$ cat src/rtl/fetch_unit.sv
// Instruction fetch unit: requests one instruction word at a time, holds it for the
// control unit until it retires, then advances or redirects the program counter.
module fetch_unit #(
  parameter int ADDR_W  = 8,
  parameter int TIMEOUT = 15
) (
  input  logic              clk,
  input  logic              reset,
  input  logic              run,
  output logic [ADDR_W-1:0] mem_addr,
  output logic              mem_rd,
  input  logic [15:0]       mem_rdata,
  input  logic              mem_valid,
  output logic [15:0]       inst,
  output logic              inst_valid,
  input  logic              done,
  input  logic              jump_en,
  input  logic [ADDR_W-1:0] jump_addr,
  output logic [ADDR_W-1:0] pc,
  output logic [15:0]       retired,
  output logic              err
);

  typedef enum logic [1:0] {
    S_IDLE  = 2'b00,
    S_FETCH = 2'b01,
    S_ISSUE = 2'b10,
    S_ERROR = 2'b11
  } state_t;

  // Wait count that, once reached by the increment, declares a timeout.
  localparam logic [7:0] WAIT_LAST = 8'(TIMEOUT - 1);

  state_t            r_state;
  logic [7:0]        r_wait;
  logic [ADDR_W-1:0] r_pc;
  logic [15:0]       r_inst;
  logic              r_inst_valid;
  logic              r_mem_rd;
  logic [15:0]       r_retired;
  logic              r_err;
  logic [ADDR_W-1:0] w_next_pc;
  logic              w_ret_sat;

  assign w_next_pc  = jump_en ? jump_addr : (r_pc + ADDR_W'(1));
  assign w_ret_sat  = (r_retired == 16'hFFFF);

  assign mem_addr   = r_pc;
  assign mem_rd     = r_mem_rd;
  assign inst       = r_inst;
  assign inst_valid = r_inst_valid;
  assign pc         = r_pc;
  assign retired    = r_retired;
  assign err        = r_err;

  // Fetch/issue state machine; mem_rd and inst_valid are registered alongside the state.
  always_ff @(posedge clk or negedge reset) begin
    if (!reset) begin
      r_state      <= S_IDLE;
      r_wait       <= 8'd0;
      r_pc         <= '0;
      r_inst       <= 16'h0000;
      r_inst_valid <= 1'b0;
      r_mem_rd     <= 1'b0;
      r_retired    <= 16'h0000;
      r_err        <= 1'b0;
    end else begin
      case (r_state)
        S_IDLE: begin
          if (run) begin
            r_state  <= S_FETCH;
            r_mem_rd <= 1'b1;
            r_wait   <= 8'd0;
          end else begin
            r_state  <= S_IDLE;
            r_mem_rd <= 1'b0;
          end
          r_inst_valid <= 1'b0;
        end
        S_FETCH: begin
          if (mem_valid) begin
            r_inst       <= mem_rdata;
            r_inst_valid <= 1'b1;
            r_mem_rd     <= 1'b0;
            r_state      <= S_ISSUE;
          end else if (r_wait == WAIT_LAST) begin
            r_err    <= 1'b1;
            r_mem_rd <= 1'b0;
            r_state  <= S_ERROR;
          end else begin
            r_wait <= r_wait + 8'd1;
          end
        end
        S_ISSUE: begin
          // Run is only consulted at retirement so an issued instruction always completes.
          if (done) begin
            r_pc         <= w_next_pc;
            r_retired    <= w_ret_sat ? r_retired : (r_retired + 16'd1);
            r_inst_valid <= 1'b0;
            if (run) begin
              r_state  <= S_FETCH;
              r_mem_rd <= 1'b1;
              r_wait   <= 8'd0;
            end else begin
              r_state  <= S_IDLE;
              r_mem_rd <= 1'b0;
            end
          end else begin
            r_inst_valid <= 1'b1;
          end
        end
        S_ERROR: begin
          r_mem_rd     <= 1'b0;
          r_inst_valid <= 1'b0;
          r_err        <= 1'b1;
        end
        default: begin
          r_state      <= S_IDLE;
          r_mem_rd     <= 1'b0;
          r_inst_valid <= 1'b0;
        end
      endcase
    end
  end

endmodule

$ cat config.mk
export PLATFORM = sky130hd
export DESIGN_NAME = fetch_unit
export DESIGN_NICKNAME = d
export VERILOG_FILES = /design/src/rtl/fetch_unit.sv
export SDC_FILE = /design/constraint.sdc
export NUM_CORES = 1
export LEC_CHECK = 0
export CAP_MARGIN = 20
export CORE_MARGIN = 4
export CORE_UTILIZATION = 45
export CTS_CLUSTER_SIZE = 8
export DETAILED_ROUTE_END_ITERATION = 10
export GPL_TIMING_DRIVEN = 1
export PLACE_DENSITY = 0.77
export SLEW_MARGIN = 20
export SYNTH_ARGS = -nofsm -noshare
export SYNTH_HDL_FRONTEND = slang
export SYNTH_SLANG_ARGS = --single-unit
$ cat constraint.sdc
create_clock -name clk -period 3.2 [get_ports clk]
set_clock_uncertainty 0.05 [all_clocks]
set_input_delay 0.64 -clock clk [delete_from_list [all_inputs] [get_ports clk]]
set_output_delay 0.64 -clock clk [all_outputs]
set_load 0.05 [all_outputs]
# Word-level counts from Yosys, hierarchy flattened
# Index checks and enable logic that the tools add are counted.
[totals]
regBits = 53
latchBits = 0
mem_bits_rw = 0
romBits = 0
in_bits = 30
output_inout_bits = 51
elab_cells = 56
memories = 0
[classes]
addsub = 3
mul = 0
n_div = 0
n_lt_le_gt_ge = 0
n_eq_ne = 11
shift = 0
n_mux = 22
bitwise = 1
n_reduce_logical = 11
[ops]
columns = ["operator", "count"]
rows = [
  ["$mux W8", 5],
  ["$pmux W8 S3", 1],
  ["$add A16 B1 Y16 const B", 1],
  ["$add A8 B1 Y8 const B", 2],
  ["$eq A16 B16 Y1 const B", 1],
  ["$ne A2 B2 Y1 const B", 5],
  ["$mux W1", 9],
  ["$reduce_and A3 Y1", 3],
  ["$eq A8 B4 Y1 const B", 1],
  ["$mux W2", 3],
  ["$pmux W2 S3", 1],
  ["$reduce_and A2 Y1", 3],
  ["$eq A2 B2 Y1 const B", 2],
  ["$pmux W1 S4", 1],
  ["$reduce_and A4 Y1", 1],
  ["$ne A3 B3 Y1 const B", 1],
  ["$pmux W1 S3", 1],
  ["$reduce_bool A3 Y1", 1],
  ["$eq A2 B1 Y1 const B", 1],
  ["$logic_not A2 Y1", 1],
  ["$pmux W1 S2", 1],
  ["$reduce_bool A2 Y1", 1],
  ["$reduce_or A2 Y1", 1],
  ["$not A1 Y1", 1],
]

# Longest topological paths before layout
[logic_depth]
word_depth = 4
depth_mapped = 7
mapped_depth_nobuf = 6

# Worst setup path after synthesis
# Ideal clock, no wire load.
[synth_path]
kind = "register to register"
from = "reg r_retired[0] (netlist: retired[0])"
to = "reg r_retired[1] (netlist: retired[1])"
setup_time_ps = 125
t_arrival_ps = 2008
required_ps = 3025
setup_slack_ps = 1017
path_stages_with_launch = 6
n_path_buf = 0
synth_period_minus_slack_ps = 2183
path_cell_list = "dfrtp_1 ha_1 nand4_1 nor4_4 nor2_2 mux2_4"
[synth_via]
elab_chain_cells = 3
word_cells_on_any_way = 4
cone_classes = "add/sub: 1; eq/ne: 1; bitwise: 1; reduce/logical: 1"
[synth_lines]
columns = ["item", "line_no", "text"]
rows = [
  ["start: declaration", "40", "logic [15:0] r_retired;"],
  ["start signal: assignment", "98", "r_retired <= w_ret_sat ? r_retired : (r_retired + 16'd1);"],
  ["branches (longest 3 deep; another with $add A16 B1 Y16)", "--", ""],
]
# Several ways; the timed one is not identified.
# A chain may end at the register's enable or synchronous reset.

# Worst setup path in the final report
[layout_path]
from = "reg r_retired[8] (netlist: retired[8])"
to = "out retired[8]"
[layout_rtl]
columns = ["item", "line_no", "text"]
rows = [
  ["end: declaration", "20", "output logic [15:0] retired,"],
]
# No word-level cell between the ends.

==> reports/results.tsv <==
metric	value	unit
outcome	finished, final reports clean	
async_flop_share	100	%
dr.pass1.iters	4	
avgSynthCellArea	10.9	sq um
setup_viol	0	
postPlaceCellArea	0.00344	sq mm
grt_max_degree	54	
start_util	47.1	%
post-synth-top-area-cell	dfrtp_1	
ys.flop_type	dfrtp_1	
holdBufCountCts	0	
vias_per_cell	5.31	
slew_violations	0	
synth_edf_count	0	
die_h	84.6	um
insertion_delay	300	ps
cp.arrival	1610	ps
slew_headroom	55.4	%
slowest_delay	840	ps
use_met3	5.99	%
synth_fp_nets	276	
cts_root_buf	clkbuf_8	
worst_path_max_delay_cell	clkdlybuf4s50_1	
path_clk_slew	90	ps
final_util	62.7	%
fin_tns_setup	0	ps
cts.path.max_buffers	2	
fmaxAchievable	435	MHz
startpoint	retired[8]$_DFFE_PN0P_	
p_per_area	893	mW/mm^2
end_kind	output port	
yosysUniqueCellTypes	50	
cp_max_fo	6	
antenna_found_initial	0	
hold_violations	0	
htreeDepth	2	
grt-busiest-layer	met2	
row_count	27	
syn_to_final_growth	33.1	%
setup_ws	900	ps
fin_nets	349	
ys_warn_count	0	
post_cts_buffers	0	
grt_pass1_vias	2019	
cp.required	2510	ps
period_share	71.9	%
path_class	register to output port	
crit_family	buffers and inverters	
core-area	0.00561	sq mm
cts_made_buffers	5	
drc	0	
fin_crit	2300	ps
dp_hpwl	4150	um
finalWirelength	5510	um
grtUsageTotal	15.9	%
synth_top_area_share	50.2	%
design.die.area	0.00716	sq mm
portBuffers	80	
first_iter_violations	65	
rsz0062_at_grt	false	
synth_seq_cells	53	
grt-ovfl-total	0	
worstMarginPinSlew	668	ps
p_leak	1.53	nW
grt_use_met2	25.9	%
final.fill_count	496	
cts_resized	0	
grt_first_pass_wirelength	9360	um
synth_area_leaders	dfrtp_1, mux2_2, xor2_1	
met1_usage	19.7	%
peakVddDrop	0.553	mV
via_count	2048	
start_kind	register	
ios	81	
synth_seq_area_share	50.2	%
wire_per_inst	14.3	um
syn_inst	242	
dp_slack	798	ps
regToRegStartpoint	r_wait[0]$_DFFE_PN0P_	
diodes	0	
cts_tree	done	
path_cells	clkdlybuf4s50_1	
holdCritPathClass	primary input to asynchronous set/reset pin	
synth_area	0.00264	sq mm
worst-path-buf-inv	1	
gp_congestion	0.858	
cts_sinks	53	
final_area	0.00351	sq mm
die_x	84.6	um
layout-drive-gt1-share	11.8	%
ant_nets	0	
drv_cap	0	
synthesized netlist by cell type, drive strengths merged (4+ instances only):
cell type   n
xor2       12
buf        11
nand3      12
a21oi       8
mux2       18
nor3       11
nand2      17
nor3b       5
ha          4
dfrtp      53
o21ai      17
nor2       10
o31ai       4
inv         5
and3        6
nand4       6
a21o        4
clkbuf      5
cell type report:
type	instances	area [sq um]	area share, %
Sequential cell	53	1330	37.7
Clock inverter	1	5.00	0.142
Multi-Input combinational cell	168	1190	34.0
Tap cell	72	90.1	2.56
Inverter	5	18.8	0.534
Timing Repair Buffer	82	811	23.1
Clock buffer	5	68.8	1.96
stage by stage:
| stage | cells | hold slack (ps) | power, mW |
|---|---|---|---|
| 3_5_place_dp | 380 | 398 | 2.82 |
| 5_1_grt | 386 | 460 | 3.31 |
| 2_1_floorplan | 242 | 294 | 2.28 |
| 4_1_cts | 386 | 424 | 3.17 |
| 6_report | 386 | 395 | 3.14 |
| 3_3_place_gp | 380 | 399 | 2.78 |
flip-flops by register name, summed over array words and instances, names as in the netlist:
name / count
r_wait: 8
retired: 16
inst_valid: 1
mem_addr: 8
r_state: 2
mem_rd: 1
err: 1
inst: 16
layer usage:
metal | up-vias | part of all wire, % | routed length, um
met3 | 2 | 7.6 | 421
met1 | 974 | 44 | 2410
met4 | 0 | 0.45 | 25
met2 | 65 | 48 | 2660
met5 | - | 0 | 0
li1 | 1007 | - | -
worst paths after layout:
path	endpoint	slack (ps)	depth (start not counted)
max	retired[8]	900	1
min	err$_DFFE_PN0P_	400	2
max reg2reg	mem_rd$_DFFE_PN0P_	1010	6
min reg2reg	err$_DFFE_PN0P_	420	1
max in group asynchronous	inst[2]$_DFFE_PN0P_	2260	2
min in group clk	err$_DFFE_PN0P_	420	1
cells by family after synthesis:
group / after synthesis / share of synthesized area, %
AO/OA/AOI/OAI: 44 / 11.0
XOR/XNOR: 15 / 4.97
adder cells (fa/ha/maj): 4 / 1.89
buffers and inverters: 21 / 4.55
flip-flops: 53 / 50.2
multiplexers: 19 / 8.19
AND/OR/NAND/NOR: 86 / 19.1
cells in the final DEF, fill, tap and decap left out, types with 3 or more instances in the layout:
cell type	Yosys	routed
nand4_1	5	5
xor2_1	12	12
nor2_1	9	9
a21oi_1	8	8
nand3_1	12	12
mux2_2	17	17
nand2_1	17	17
o21ai_0	17	17
clkdlybuf4s50_1	0	79
nand3b_1	3	3
nor3b_1	4	4
and3_1	6	6
ha_1	4	4
nor3_1	11	11
a21o_1	4	4
dfrtp_1	53	53
clkbuf_8	0	5
o31ai_1	3	3
inv_1	5	5
xnor2_1	3	3
power by group:
group	switching, mW	internal (mW)
logic	1.09	0.621
registers	0.201	0.873
clock network	0.206	0.145
(Power assumes the default switching activity.)
